$ cat src/rtl/uart_rx.sv
// Memory-mapped 8N1 UART receiver: 2-flop synchroniser, mid-bit sampling FSM,
// small receive FIFO and a single status/data word with one-cycle ready.
module uart_rx #(
  parameter int CLKS_PER_BIT = 868,
  parameter int FIFO_DEPTH   = 4
) (
  input  logic        reset,
  input  logic        clock,
  input  logic        uart_valid,
  input  logic        uart_instr,
  input  logic [31:0] uart_addr,
  input  logic [31:0] uart_wdata,
  input  logic [3:0]  uart_wstrb,
  output logic [31:0] uart_rdata,
  output logic        uart_ready,
  input  logic        rx
);

  localparam int CNT_W = $clog2(CLKS_PER_BIT);
  localparam int PTR_W = $clog2(FIFO_DEPTH);
  localparam logic [CNT_W-1:0] HALF_LAST = CNT_W'(CLKS_PER_BIT / 2 - 1);
  localparam logic [CNT_W-1:0] BIT_LAST  = CNT_W'(CLKS_PER_BIT - 1);
  localparam logic [CNT_W-1:0] CNT_ONE   = CNT_W'(1);
  localparam logic [PTR_W:0]   PTR_ONE   = (PTR_W + 1)'(1);

  typedef enum logic [1:0] {IDLE, START, DATA, STOP} state_t;

  state_t           state;
  logic [CNT_W-1:0] cnt;
  logic [2:0]       bit_idx;
  logic [7:0]       shift;
  logic             rx_meta, rx_s;

  logic [7:0]       mem [FIFO_DEPTH];
  logic [PTR_W:0]   wr_ptr, rd_ptr;
  logic             overrun, frame_err;

  logic             sample, push, ferr_set, empty, full;
  logic             accept, is_read, pop, push_ok;
  logic [31:0]      status;
  logic             unused_bus;

  assign unused_bus = ^{uart_instr, uart_addr, uart_wdata};

  always_ff @(posedge clock or negedge reset) begin
    if (!reset) begin
      rx_meta <= 1'b1;
      rx_s    <= 1'b1;
    end else begin
      rx_meta <= rx;
      rx_s    <= rx_meta;
    end
  end

  always_ff @(posedge clock or negedge reset) begin
    if (!reset) begin
      state   <= IDLE;
      cnt     <= '0;
      bit_idx <= '0;
    end else begin
      case (state)
        IDLE: begin
          cnt     <= '0;
          bit_idx <= '0;
          if (!rx_s) state <= START;
        end
        // Re-check the start bit at its middle so short glitches are dropped.
        START: begin
          if (cnt == HALF_LAST) begin
            cnt   <= '0;
            state <= rx_s ? IDLE : DATA;
          end else begin
            cnt <= cnt + CNT_ONE;
          end
        end
        DATA: begin
          if (cnt == BIT_LAST) begin
            cnt     <= '0;
            bit_idx <= bit_idx + 3'd1;
            if (bit_idx == 3'd7) state <= STOP;
          end else begin
            cnt <= cnt + CNT_ONE;
          end
        end
        STOP: begin
          if (cnt == BIT_LAST) begin
            cnt   <= '0;
            state <= IDLE;
          end else begin
            cnt <= cnt + CNT_ONE;
          end
        end
        default: state <= IDLE;
      endcase
    end
  end

  assign sample   = (cnt == BIT_LAST);
  assign push     = (state == STOP) && sample && rx_s;
  assign ferr_set = (state == STOP) && sample && !rx_s;

  always_ff @(posedge clock) begin
    if (state == DATA && sample) shift <= {rx_s, shift[7:1]};
  end

  assign empty   = (wr_ptr == rd_ptr);
  assign full    = (wr_ptr[PTR_W] != rd_ptr[PTR_W]) &&
                   (wr_ptr[PTR_W-1:0] == rd_ptr[PTR_W-1:0]);
  assign accept  = uart_valid && !uart_ready;
  assign is_read = accept && (uart_wstrb == 4'h0);
  assign pop     = is_read && !empty;
  // A simultaneous pop frees the slot, so a full FIFO still takes the byte.
  assign push_ok = push && (!full || pop);

  always_comb begin
    status = {21'b0, frame_err, overrun, !empty, 8'h00};
    if (!empty) status[7:0] = mem[rd_ptr[PTR_W-1:0]];
  end

  always_ff @(posedge clock) begin
    if (push_ok) mem[wr_ptr[PTR_W-1:0]] <= shift;
  end

  always_ff @(posedge clock or negedge reset) begin
    if (!reset) begin
      uart_ready <= 1'b0;
      uart_rdata <= '0;
      wr_ptr     <= '0;
      rd_ptr     <= '0;
      overrun    <= 1'b0;
      frame_err  <= 1'b0;
    end else begin
      uart_ready <= accept;
      uart_rdata <= is_read ? status : 32'h0;
      if (pop)     rd_ptr <= rd_ptr + PTR_ONE;
      if (push_ok) wr_ptr <= wr_ptr + PTR_ONE;
      if (push && !push_ok) overrun <= 1'b1;
      else if (is_read)     overrun <= 1'b0;
      if (ferr_set)         frame_err <= 1'b1;
      else if (is_read)     frame_err <= 1'b0;
    end
  end

endmodule
$ cat config.mk
export PLATFORM = sky130hd
export DESIGN_NAME = uart_rx
export DESIGN_NICKNAME = d
export VERILOG_FILES = /design/src/rtl/uart_rx.sv
export SDC_FILE = /design/constraint.sdc
export NUM_CORES = 1
export LEC_CHECK = 0
export CAP_MARGIN = 15
export CORE_ASPECT_RATIO = 1.4
export CORE_MARGIN = 2
export CORE_UTILIZATION = 45
export DETAILED_ROUTE_END_ITERATION = 8
export PLACE_DENSITY_LB_ADDON = 0.05
export SYNTH_ARGS = -nofsm -noshare
export SYNTH_HDL_FRONTEND = slang
export SYNTH_SLANG_ARGS = --single-unit
$ cat constraint.sdc
create_clock -name clock -period 4.92 [get_ports clock]
set_input_delay 0.738 -clock clock [delete_from_list [all_inputs] [get_ports clock]]
set_output_delay 0.738 -clock clock [all_outputs]
set_load 0.1 [all_outputs]
Word-level counts from Yosys, hierarchy flattened
Memory sizes are Yosys's and may differ from the RTL's.
Cells that the tools add are included.
{ "op_classes": {"eq_ne": 14, "order_cmp": 0, "addsub": 4, "shift": 0, "n_reduce_logical": 24, "bitwise_logic": 0, "n_div": 0, "muxes": 19, "multipliers": 0} }
{ "ops": {"columns": ["op", "count"], "rows": [
  ["one-hot mux 10 bit (3 select lines)", 1],
  ["two-way mux 10 bit", 2],
  ["two-way mux 2 bit", 6],
  ["two-way mux 11 bit", 1],
  ["adder 10 x 1 -> 10 bit, second input constant", 1],
  ["== test 10 bit, second input constant", 1],
  ["== test 10 x 9 -> 1 bit, second input constant", 1],
  ["logical AND 1 bit", 10],
  ["inequality test 2 bit, second input constant", 5],
  ["adder 3 x 1 -> 3 bit, second input constant", 3],
  ["two-way mux 8 bit", 1],
  ["one-hot mux 2 bit (4 select lines)", 1],
  ["one-hot mux 3 bit (2 select lines)", 1],
  ["nonzero test 2 bit", 3],
  ["logical NOT 1 bit", 5],
  ["two-way mux 1 bit", 5],
  ["AND reduction 5 bit", 1],
  ["== test 2 bit, second input constant", 2],
  ["logical NOT 4 bit", 1],
  ["== test 3 bit", 1],
  ["== test 3 bit, second input constant", 1],
  ["two-way mux 3 bit", 1],
  ["== test 2 x 1 -> 1 bit, second input constant", 1],
  ["== test 2 bit", 1],
  ["other kinds (5)", 5]
]} }
{ "word_totals": {"mem_bits_ro": 0, "latch_bits": 0, "ramBits": 32, "memories": 1, "word_cells": 74, "reg_bits": 45} }
{ "mem_list": {"columns": ["memory", "words", "word_bits", "rd", "rd_clocked_by_memory_dff", "write_ports", "line", "rtl"], "rows": [
  ["mem", 4, 8, 1, 0, 1, "34", "logic [7:0] mem [FIFO_DEPTH];"]
]} }

Depth between registers and ports, before layout
Gate-level depths: netlist (run 1).
{ "logic_depth": {"word_depth": 9, "depth_mapped": 6} }

Worst setup path before layout (run 1)
Ideal clock, no wire load.
{ "synth_timing": {"kind": "flip-flop to flip-flop", "from": "reg uart_ready", "to": "mem mem[0][0] (enable)", "setup_time_ns": 0.332, "arrival_time_ns": 2.107, "required_ns": 4.588, "period_less_slack_ns": 2.439, "path_stages_with_launch": 5, "path_slack_ns": 2.481, "cell_sequence": "dfrtp_1 -> or4b_4 -> nor3_4 -> o21a_2 -> and2_1"} }
{ "synth_between": {"elab_chain_len": 8} }
{ "synth_rtl": {"columns": ["item", "line", "rtl"], "rows": [
  ["start: declaration", "15", "output logic uart_ready,"],
  ["start signal: assignment", "133", "uart_ready <= accept;"],
  ["logical NOT 1 bit", "109", "assign accept = uart_valid && !uart_ready;"],
  ["logical AND 1 bit", "109", null],
  ["logical AND 1 bit", "110", "assign is_read = accept && (uart_wstrb == 4'h0);"],
  ["logical AND 1 bit", "111", "assign pop = is_read && !empty;"],
  ["logical OR 1 bit", "113", "assign push_ok = push && (!full || pop);"],
  ["logical AND 1 bit", "113", null],
  ["two-way mux 1 bit", "121", "if (push_ok) mem[wr_ptr[PTR_W-1:0]] <= shift;"],
  ["two-way mux 1 bit (implied by the code)", "121", null],
  ["end: declaration", "34", null]
]} }
Every way passes these cells.

Worst setup path in the final report (run 1)
{ "layout_timing": {"from": "in uart_valid", "to": "mem mem[0][3] (enable)"} }
{ "layout_between": {"elab_chain_len": 7} }
{ "layout_rtl": {"columns": ["item", "line", "rtl"], "rows": [
  ["start: declaration", "9", "input logic uart_valid,"],
  ["logical AND 1 bit", "109", null],
  ["logical AND 1 bit", "110", null],
  ["logical AND 1 bit", "111", null],
  ["logical OR 1 bit", "113", null],
  ["logical AND 1 bit", "113", null],
  ["two-way mux 1 bit", "121", null],
  ["two-way mux 1 bit (implied by the code)", "121", null]
]} }
Every way passes these cells.

==> results of run 1 <==
-- cells by family (layout without fill, tap and decap cells) --
group,count (synthesis),count (layout),synth area share (%)
muxes,10,10,6.102
xor gates and xnor gates,15,15,3.955
adders and majority gates,9,9,3.390
AOI/OAI and AO/OA,11,11,3.014
DFF,77,77,64.11
other,1,21,0.1129
and+or+nand+nor,69,69,13.07
buffers and inverters,33,43,6.252
-- cell type report --
cell class / count / area share [%]
sequential: 77 / 56.77
clock inverter: 7 / 2.602
multi-input combinational: 135 / 28.25
inverter: 7 / 0.7005
timing repair buffer: 20 / 5.137
tap: 97 / 3.235
clock buffer: 9 / 3.302
-- worst max-delay path, stage by stage --
cell                              delay (ns)
sky130_fd_sc_hd__clkdlybuf4s50_1        0.47
sky130_fd_sc_hd__or4b_4                 0.49
sky130_fd_sc_hd__nor3_4                 0.48
sky130_fd_sc_hd__o21a_2                 0.29
sky130_fd_sc_hd__and2_1                 0.43
-- synthesized netlist by cell type, drive strengths merged (2+ instances only) --
cell type,number,area (µm²)
a221o,2,20.02
and2,6,37.54
and3,11,75.08
buf,23,170.2
clkbuf,3,11.26
dfrtp,35,875.8
dfstp,2,52.55
edfxtp,40,1201
ha,9,112.6
inv,7,26.28
mux2,2,22.52
mux4,8,180.2
nand2,8,32.54
nand3,7,35.03
nand4,5,46.29
nand4bb,2,22.52
nor2,16,60.06
nor2b,2,12.51
nor3,2,21.27
nor3b,4,35.03
nor4,2,12.51
o21a,2,16.27
or4b,2,23.77
xnor2,11,96.34
xor2,4,35.03
-- metal layers --
layer,track usage [%],up-vias,routed length (µm)
li1,-,829,-
met2,27.05,27,2908
met1,16.88,822,2219
met3,5.308,11,192
met4,6.623,0,110
met5,0,-,0
-- final timing paths --
check	slack [ns]	to	cells after the start	startpoint
max	2.01	mem[0][3]	5	uart_valid
min	0.36	rx_s	0	rx_meta
max reg2reg	2.39	mem[0][3]	4	uart_ready
min reg2reg	0.36	rx_s	0	rx_meta
max in group asynchronous	3.93	cnt[9]	1	reset
min in group asynchronous	0.48	bit_idx[2]	1	reset
-- flip-flops by register name, indices dropped and copies added (netlist names), named ones only --
name,cells
bit_idx,3
cnt,10
frame_err,1
mem,32
overrun,1
rd_ptr,3
rx_meta,1
rx_s,1
shift,8
state,1
uart_rdata,11
uart_ready,1
wr_ptr,3
-- power by group --
group	internal, W	switching, W
sequential	0.000688	0.0000479
combinational	0.0000813	0.000131
clock	0.000288	0.000239
total	0.00106	0.000418
-- layout by cell type (no fill, tap or decap), types with 3 or more instances in the layout --
cell type,synthesis,routed
sky130_fd_sc_hd__nand3_1,7,7
sky130_fd_sc_hd__xnor2_1,11,11
sky130_fd_sc_hd__nand4_1,4,4
sky130_fd_sc_hd__and3_2,5,5
sky130_fd_sc_hd__conb_1,1,21
sky130_fd_sc_hd__and3_1,6,6
sky130_fd_sc_hd__mux4_2,8,8
sky130_fd_sc_hd__ha_1,9,9
sky130_fd_sc_hd__inv_1,7,7
sky130_fd_sc_hd__edfxtp_1,40,40
sky130_fd_sc_hd__nand2_1,7,7
sky130_fd_sc_hd__xor2_1,4,4
sky130_fd_sc_hd__nor2_1,16,16
sky130_fd_sc_hd__dfrtp_1,35,35
sky130_fd_sc_hd__nor3b_1,3,3
sky130_fd_sc_hd__clkbuf_8,0,9
sky130_fd_sc_hd__and2_1,6,6
sky130_fd_sc_hd__clkdlybuf4s50_1,0,18
-- metrics by stage --
step                cells  utilization, %  instance area (µm²)  hold WS (ns)  power (W)
finish                352           51.61                 3751        0.3583   0.001475
floorplan             245               -                 3397        0.3452  0.0009392
detailed placement    336           48.56                 3530        0.3472  0.0009695
CTS                   352           51.61                 3751        0.3590   0.001499
global route          352           51.61                 3751        0.3673   0.001536
global placement      336           48.56                 3530        0.3460  0.0009680
==> impl_metrics.py, run 1 <==
metrics = {
    "sta": {
        "slew_violations": 0,
        "timing_worst_slew_pin_value_ns": 0.9790,
        "clock.fmax_mhz": 343.3,
        "worst_slew_margin_rel_pct": 34.53,
        "hold_viol_final": 0,
        "setup_repair_after_global_routing_missed_its_margin": "false",
        "timing.final.crit_share_pct": 59.21,
        "timing.final.setup_violations": 0,
        "final.setup.worst_slack_ns": 2.007,
        "finClkSkew_ns": 0.006615,
        "final.setup.tns_ns": 0,
        "final.min_clock_period_ns": 2.913,
    },
    "clocking": {
        "postCtsResizedCells": 0,
        "clock-root-buffer": "sky130_fd_sc_hd__clkbuf_8",
        "latest_clock_arrival_within_the_worst_skew_pair_ns": 0.35,
        "cts_made_buffers": 9,
        "postCtsSetupRepairBufs": 0,
        "numClockSinks": 77,
        "cts_hold_repair.buffers": 0,
        "cts-htree-levels": 3,
        "cts_tree": "yes",
        "worst_setup_hold_path_clk_slew_ns": 0.08,
        "cts-root-to-sink-buffers": 2,
    },
    "setup_path": {
        "timing.critical_path.required_ns": 4.91,
        "critical_path_start_type": "primary input",
        "worst-path-max-fanout": 15,
        "timing.critical_path.to_type": "flop",
        "critical_path_class": "in -> reg",
        "worstPathArrival_ns": 2.91,
    },
    "synth": {
        "synthesis.area_per_instance_um2": 14.76,
        "prevailing_post_synth_register_cell": "sky130_fd_sc_hd__edfxtp_1",
        "ys_ff_latch": 77,
        "syn_inst": 225,
        "yosysUniqueCellTypes": 44,
        "synth_edf_count": 40,
        "yosysSeqAreaShare_pct": 64.11,
        "synth.yosys.warnings": 0,
        "netlist_area_pre_place_um2": 3322,
        "synthArstFlopShare_pct": 48.05,
    },
    "run": {
        "max_cap_viol_count": 0,
    },
    "routing": {
        "wirelength_um": 5430,
        "detail_route.wl_per_cell_um": 15.43,
        "routed-via-count": 1689,
        "drt_pre_antenna_iters": 4,
        "number_of_vias_per_cell_after_detailed_routing": 4.798,
        "drc": 0,
        "drtIter0Drc": 104,
        "antenna_violating_nets_left": 0,
    },
    "place": {
        "place.port_buffers": 19,
        "place_ws_ns": 1.548,
        "routability_congestion_estimate": 0.7433,
        "place_hpwl_um": 3635,
    },
    "floorplan": {
        "core_region_area_um2": 7268,
        "initial_utilization_pct": 45.70,
        "die_h_um": 105.7,
        "std_cell_rows": 37,
        "die_footprint_um2": 8095,
        "boundaryPins": 106,
        "fp.dieW_um": 76.62,
    },
    "global_routing": {
        "grt_max_degree": 38,
        "number_of_global_route_vias_before_repair": 1798,
        "global_route.usage.total_pct": 15.42,
        "globalRouteOverflowTotal": 0,
        "wire_length_of_the_first_global_routing_pass_um": 9135,
        "grt_antenna_before_repair": 0,
    },
    "hold_path": {
        "hold_path_class": "reg -> reg",
    },
    "layout": {
        "design.final.nets": 332,
        "layout_cells_sized_above_1_pct": 15.69,
        "n_antenna_cell": 0,
        "area.growth.synth_to_final_pct": 12.92,
        "multiInputGateArea_um2": 1060,
        "n_fill_cell": 645,
        "regArea_um2": 2130,
    },
    "pwr": {
        "p_leak_nw": 1.518,
        "power-per-cell-area_nw_per_um2": 393.3,
        "vdd_ir_drop_max_uv": 223.6,
    },
    "run_status": {
        "outcome": "finished, final reports clean",
    },
}
(Power assumes the default switching activity.)
==> run 2: changes to the inputs <==
==> constraint.sdc (replaced) <==
create_clock -name clock -period 2.86 [get_ports clock]
set_input_delay 0.429 -clock clock [delete_from_list [all_inputs] [get_ports clock]]
set_output_delay 0.429 -clock clock [all_outputs]
set_load 0.1 [all_outputs]
==> impl_metrics.py, run 2 (same netlist as run 1, synthesis figures left out) <==
metrics = {
    "routing": {
        "routed-via-count": 1778,
        "drtIter0Drc": 74,
        "wirelength_um": 5920,
        "drc": 0,
        "drt_pre_antenna_iters": 4,
        "number_of_vias_per_cell_after_detailed_routing": 4.885,
        "detail_route.wl_per_cell_um": 16.26,
        "antenna_violating_nets_left": 0,
    },
    "global_routing": {
        "grtUsageMet3_pct": 5.223,
        "grt_max_degree": 38,
        "grt_antenna_before_repair": 0,
        "busiest_layer": "met2",
        "met2_usage_pct": 26.99,
        "globalRouteOverflowTotal": 0,
        "wire_length_of_the_first_global_routing_pass_um": 9860,
        "number_of_global_route_vias_before_repair": 1848,
        "met1_usage_pct": 20.61,
        "global_route.usage.total_pct": 16.53,
    },
    "sta": {
        "worst_slew_margin_rel_pct": 43.68,
        "slew_violations": 0,
        "final.min_clock_period_ns": 2.278,
        "finClkSkew_ns": 0.007594,
        "hold_viol_final": 0,
        "timing.final.setup_violations": 0,
        "timing_worst_slew_pin_value_ns": 0.8448,
        "timing.final.crit_share_pct": 79.65,
        "final.setup.tns_ns": 0,
        "final.setup.worst_slack_ns": 0.5821,
        "setup_repair_after_global_routing_missed_its_margin": "false",
        "clock.fmax_mhz": 439.0,
    },
    "place": {
        "routability_congestion_estimate": 0.7271,
        "place.port_buffers": 19,
        "place_hpwl_um": 3985,
        "postPlaceCellArea_um2": 3602,
        "place_ws_ns": 0.3699,
    },
    "floorplan": {
        "core_region_area_um2": 7268,
        "fp.dieW_um": 76.62,
        "std_cell_rows": 37,
        "die_footprint_um2": 8095,
        "initial_utilization_pct": 45.70,
        "boundaryPins": 106,
        "die_h_um": 105.7,
    },
    "layout": {
        "layout.core_utilization_pct": 52.63,
        "layout.cells.most_common": "sky130_fd_sc_hd__edfxtp_1",
        "area.growth.synth_to_final_pct": 15.14,
        "n_antenna_cell": 0,
        "layout_cells_sized_above_1_pct": 24.34,
        "top_library_cells_by_usage_in_the_layout_fill_and_taps_aside": "sky130_fd_sc_hd__edfxtp_1, sky130_fd_sc_hd__dfrtp_1, sky130_fd_sc_hd__buf_4",
        "n_fill_cell": 649,
        "design.final.nets": 344,
        "largest_register_ffs": 32,
        "final_cell_area_excluding_filler_cells_um2": 3825,
    },
    "run_status": {
        "outcome": "finished, final reports clean",
    },
    "clocking": {
        "cts-root-to-sink-buffers": 2,
        "clock-root-buffer": "sky130_fd_sc_hd__clkbuf_8",
        "postCtsResizedCells": 0,
        "cts-htree-levels": 3,
        "postCtsSetupRepairBufs": 0,
        "cts_tree": "yes",
        "cts_hold_repair.buffers": 0,
        "worst_setup_hold_path_clk_slew_ns": 0.08,
        "latest_clock_arrival_within_the_worst_skew_pair_ns": 0.35,
        "cts_made_buffers": 9,
        "numClockSinks": 77,
    },
    "setup_path": {
        "timing.critical_path.required_ns": 2.91,
        "worst-path-max-fanout": 8,
        "critical_path_class": "reg -> reg",
        "crit_chain": "ha_1 > nand2_1 > nor4_1 > o21a_2 > and2_1 > buf_4",
        "critical-path-slowest-cell": "sky130_fd_sc_hd__nor4_1",
        "worstPathArrival_ns": 2.33,
        "critical_path_start_type": "flop",
        "path_buf_inv": 1,
        "timing.critical_path.to_type": "flop",
        "critical_path.max_stage_delay_ns": 0.51,
        "crit_family": "simple AND/OR/NAND/NOR gates",
    },
    "hold_path": {
        "hold_path_class": "in -> async",
    },
    "pwr": {
        "p_leak_nw": 1.611,
        "power-per-cell-area_nw_per_um2": 675.9,
        "vdd_ir_drop_max_uv": 403.1,
    },
    "run": {
        "max_cap_viol_count": 0,
    },
}
[run 2: cell count changes in the layout (fill, tap and decap cells not counted)]
cell and change:
sky130_fd_sc_hd__clkinv_1 -1, sky130_fd_sc_hd__buf_4 +23, sky130_fd_sc_hd__clkdlybuf4s50_1 -12, sky130_fd_sc_hd__clkinv_4 +1
sky130_fd_sc_hd__inv_6 -1, sky130_fd_sc_hd__buf_12 +1, sky130_fd_sc_hd__clkinv_2 +1
[run 2: power by group]
| group | total, W | internal [W] | switching, W |
|---|---|---|---|
| combinational | 0.000479 | 0.000168 | 0.000311 |
| sequential | 0.00120 | 0.00118 | 0.0000155 |
| clock | 0.000906 | 0.000495 | 0.000411 |
[run 2: through the flow]
step           total power [W]  std cells  hold WS [ns]
2_1_floorplan         0.001616        245        0.1334
3_3_place_gp          0.001708        348        0.3464
3_5_place_dp          0.001715        348        0.3468
4_1_cts               0.002632        364        0.1941
5_1_grt               0.002710        364        0.2346
6_report              0.002585        364        0.1768
[run 2: area by class of cell]
class	instances	area (µm²)	area share, %
multi-input combinational	135	1060	27.71
clock inverter	7	98.84	2.584
sequential	77	2130	55.68
inverter	7	26.28	0.6869
tap	97	121.4	3.173
timing repair buffer	32	265.3	6.935
clock buffer	9	123.9	3.238
[run 2: layer usage]
metal  part of all wire, %  vias up
met5                     0        -
met3                   2.8        7
met1                    44      890
li1                      -      849
met2                    51       32
met4                   1.6        0
[run 2: path summary, 6_finish.rpt]
path | cells past startpoint | endpoint | slack [ns] | startpoint
setup / recovery | 6 | mem[2][0] | 0.58 | cnt[0]
hold / removal | 1 | uart_rdata[8] | 0.18 | reset
setup reg to reg | 6 | mem[2][0] | 0.58 | cnt[0]
hold reg to reg | 0 | rx_s | 0.36 | rx_meta
max in group asynchronous | 1 | uart_rdata[6] | 2.14 | reset
min in group clock | 0 | rx_s | 0.36 | rx_meta
[run 2: worst register-to-register path, stage by stage (launching register included)]
cell	delay, ns
sky130_fd_sc_hd__dfrtp_1	0.42
sky130_fd_sc_hd__ha_1	0.33
sky130_fd_sc_hd__nand2_1	0.11
sky130_fd_sc_hd__nor4_1	0.51
sky130_fd_sc_hd__o21a_2	0.28
sky130_fd_sc_hd__and2_1	0.14
sky130_fd_sc_hd__buf_4	0.18
==> run 3: changes to the inputs <==
==> constraint.sdc (replaced) <==
create_clock -name clock -period 2.1 [get_ports clock]
set_input_delay 0.315 -clock clock [delete_from_list [all_inputs] [get_ports clock]]
set_output_delay 0.315 -clock clock [all_outputs]
set_load 0.1 [all_outputs]
==> impl_metrics.py, run 3 (same netlist as run 1, synthesis figures left out) <==
metrics = {
    "layout": {
        "layout.cells.most_common": "sky130_fd_sc_hd__edfxtp_1",
        "largest_register_ffs": 32,
        "layout_cells_sized_above_1_pct": 27.84,
        "top_library_cells_by_usage_in_the_layout_fill_and_taps_aside": "sky130_fd_sc_hd__edfxtp_1, sky130_fd_sc_hd__dfrtp_1, sky130_fd_sc_hd__buf_4",
        "design.final.nets": 350,
        "layout.core_utilization_pct": 52.64,
        "n_antenna_cell": 0,
        "area.growth.synth_to_final_pct": 15.18,
    },
    "routing": {
        "wirelength_um": 5751,
        "number_of_vias_per_cell_after_detailed_routing": 4.889,
        "antenna_violating_nets_left": 0,
        "drtIter0Drc": 75,
        "drc": 0,
        "detail_route.wl_per_cell_um": 15.54,
        "routed-via-count": 1809,
        "drt_pre_antenna_iters": 4,
    },
    "global_routing": {
        "globalRouteOverflowTotal": 0,
        "grt_antenna_before_repair": 0,
        "global_route.usage.total_pct": 15.70,
        "number_of_global_route_vias_before_repair": 1805,
        "grt_max_degree": 32,
        "wire_length_of_the_first_global_routing_pass_um": 9390,
    },
    "run": {
        "max_cap_viol_count": 0,
    },
    "pwr": {
        "p_leak_nw": 1.616,
        "power-per-cell-area_nw_per_um2": 866.3,
        "vdd_ir_drop_max_uv": 465.4,
        "p_total_w": 0.003315,
    },
    "place": {
        "place_hpwl_um": 4001,
        "place.port_buffers": 19,
        "routability_congestion_estimate": 0.7166,
    },
    "setup_path": {
        "worst-path-max-fanout": 8,
        "timing.critical_path.to_type": "flop",
        "timing.critical_path.required_ns": 2.14,
        "crit_chain": "or4b_4 > nor3_4 > o21a_2 > and2_2",
        "worstPathArrival_ns": 2.14,
        "critical_path.max_stage_delay_ns": 0.57,
        "critical_path_class": "reg -> reg",
        "critical_path_start_type": "flop",
        "critical-path-slowest-cell": "sky130_fd_sc_hd__or4b_4",
        "crit_family": "simple AND/OR/NAND/NOR gates",
        "path_buf_inv": 0,
    },
    "clocking": {
        "numClockSinks": 77,
        "cts-htree-levels": 3,
        "clock-root-buffer": "sky130_fd_sc_hd__clkbuf_8",
        "cts-root-to-sink-buffers": 2,
        "worst_setup_hold_path_clk_slew_ns": 0.09,
        "cts_made_buffers": 9,
        "latest_clock_arrival_within_the_worst_skew_pair_ns": 0.35,
        "cts_hold_repair.buffers": 0,
        "cts_tree": "yes",
    },
    "sta": {
        "timing_worst_slew_pin_value_ns": 0.7289,
        "timing.final.setup_violations": 3,
        "setup_repair_after_global_routing_missed_its_margin": "true",
        "slew_violations": 0,
        "final.setup.tns_ns": -0.01107,
        "finClkSkew_ns": 0.008310,
        "fin_worst_hold_slack_ns": 0.01198,
        "clock.fmax_mhz": 475.2,
        "worst_slew_margin_rel_pct": 51.41,
        "final.min_clock_period_ns": 2.104,
        "hold_viol_final": 0,
        "timing.final.crit_share_pct": 100.2,
        "final.setup.worst_slack_ns": -0.004439,
    },
    "floorplan": {
        "fp.dieW_um": 76.62,
        "boundaryPins": 106,
        "die_h_um": 105.7,
        "die_footprint_um2": 8095,
        "core_region_area_um2": 7268,
        "std_cell_rows": 37,
        "initial_utilization_pct": 45.70,
    },
    "run_status": {
        "violations": "setup timing",
        "outcome": "finished, violations left",
    },
    "hold_path": {
        "hold_path_class": "in -> async",
    },
}
run 3: layout make-up:
type / count / area (µm²)
timing repair buffer: 38 / 297.8
clock buffer: 9 / 123.9
inverter: 7 / 26.28
fill: 659 / 3442
multi-input combinational: 135 / 1065
clock inverter: 7 / 58.81
sequential: 77 / 2133
tap: 97 / 121.4
run 3: metal layers:
layer	vias to the layer above	track usage (%)	wire length (µm)
met4	0	7.013	96
met5	-	0	0
met2	28	27.24	3128
met1	912	18.49	2375
met3	9	3.682	151
li1	860	-	-
run 3: path summary, 6_finish.rpt:
kind,to,slack (ns),start,depth (start not counted)
min in group clock,rx_s,0.36,rx_meta,0
min reg2reg,rx_s,0.36,rx_meta,0
max reg2reg,mem[2][5],-0.004,uart_ready,4
min,uart_rdata[3],0.01,reset,1
max,mem[2][5],-0.004,uart_ready,4
max in group asynchronous,cnt[9],1.50,reset,2
run 3: power breakdown:
part | internal [W] | switching (W)
combinational | 0.000233 | 0.000406
clock | 0.000447 | 0.000591
sequential | 0.00161 | 0.0000231
run 3: per-stage QoR:
stage	cells	worst slack, ns	cell area, µm²
finish	370	-0.004439	3826
floorplan	245	-0.04280	3405
detailed placement	354	-0.3337	3642
global route	370	-0.08067	3826
CTS	370	-0.04028	3826
global placement	354	-0.3193	3642
run 3: worst register-to-register path, delay by kind of cell (launching register included):
kind | cells | cell delay, ns
and+or+nand+nor | 3 | 1.10
DFF | 1 | 0.48
AOI/OAI and AO/OA | 1 | 0.22
run 3: repair_timing:
| item | 4_1_cts | 5_1_grt |
|---|---|---|
| setup buffers | 0 | 0 |
| resized for setup | 1 | 0 |
| setup endpoints to repair | 24 | 16 |
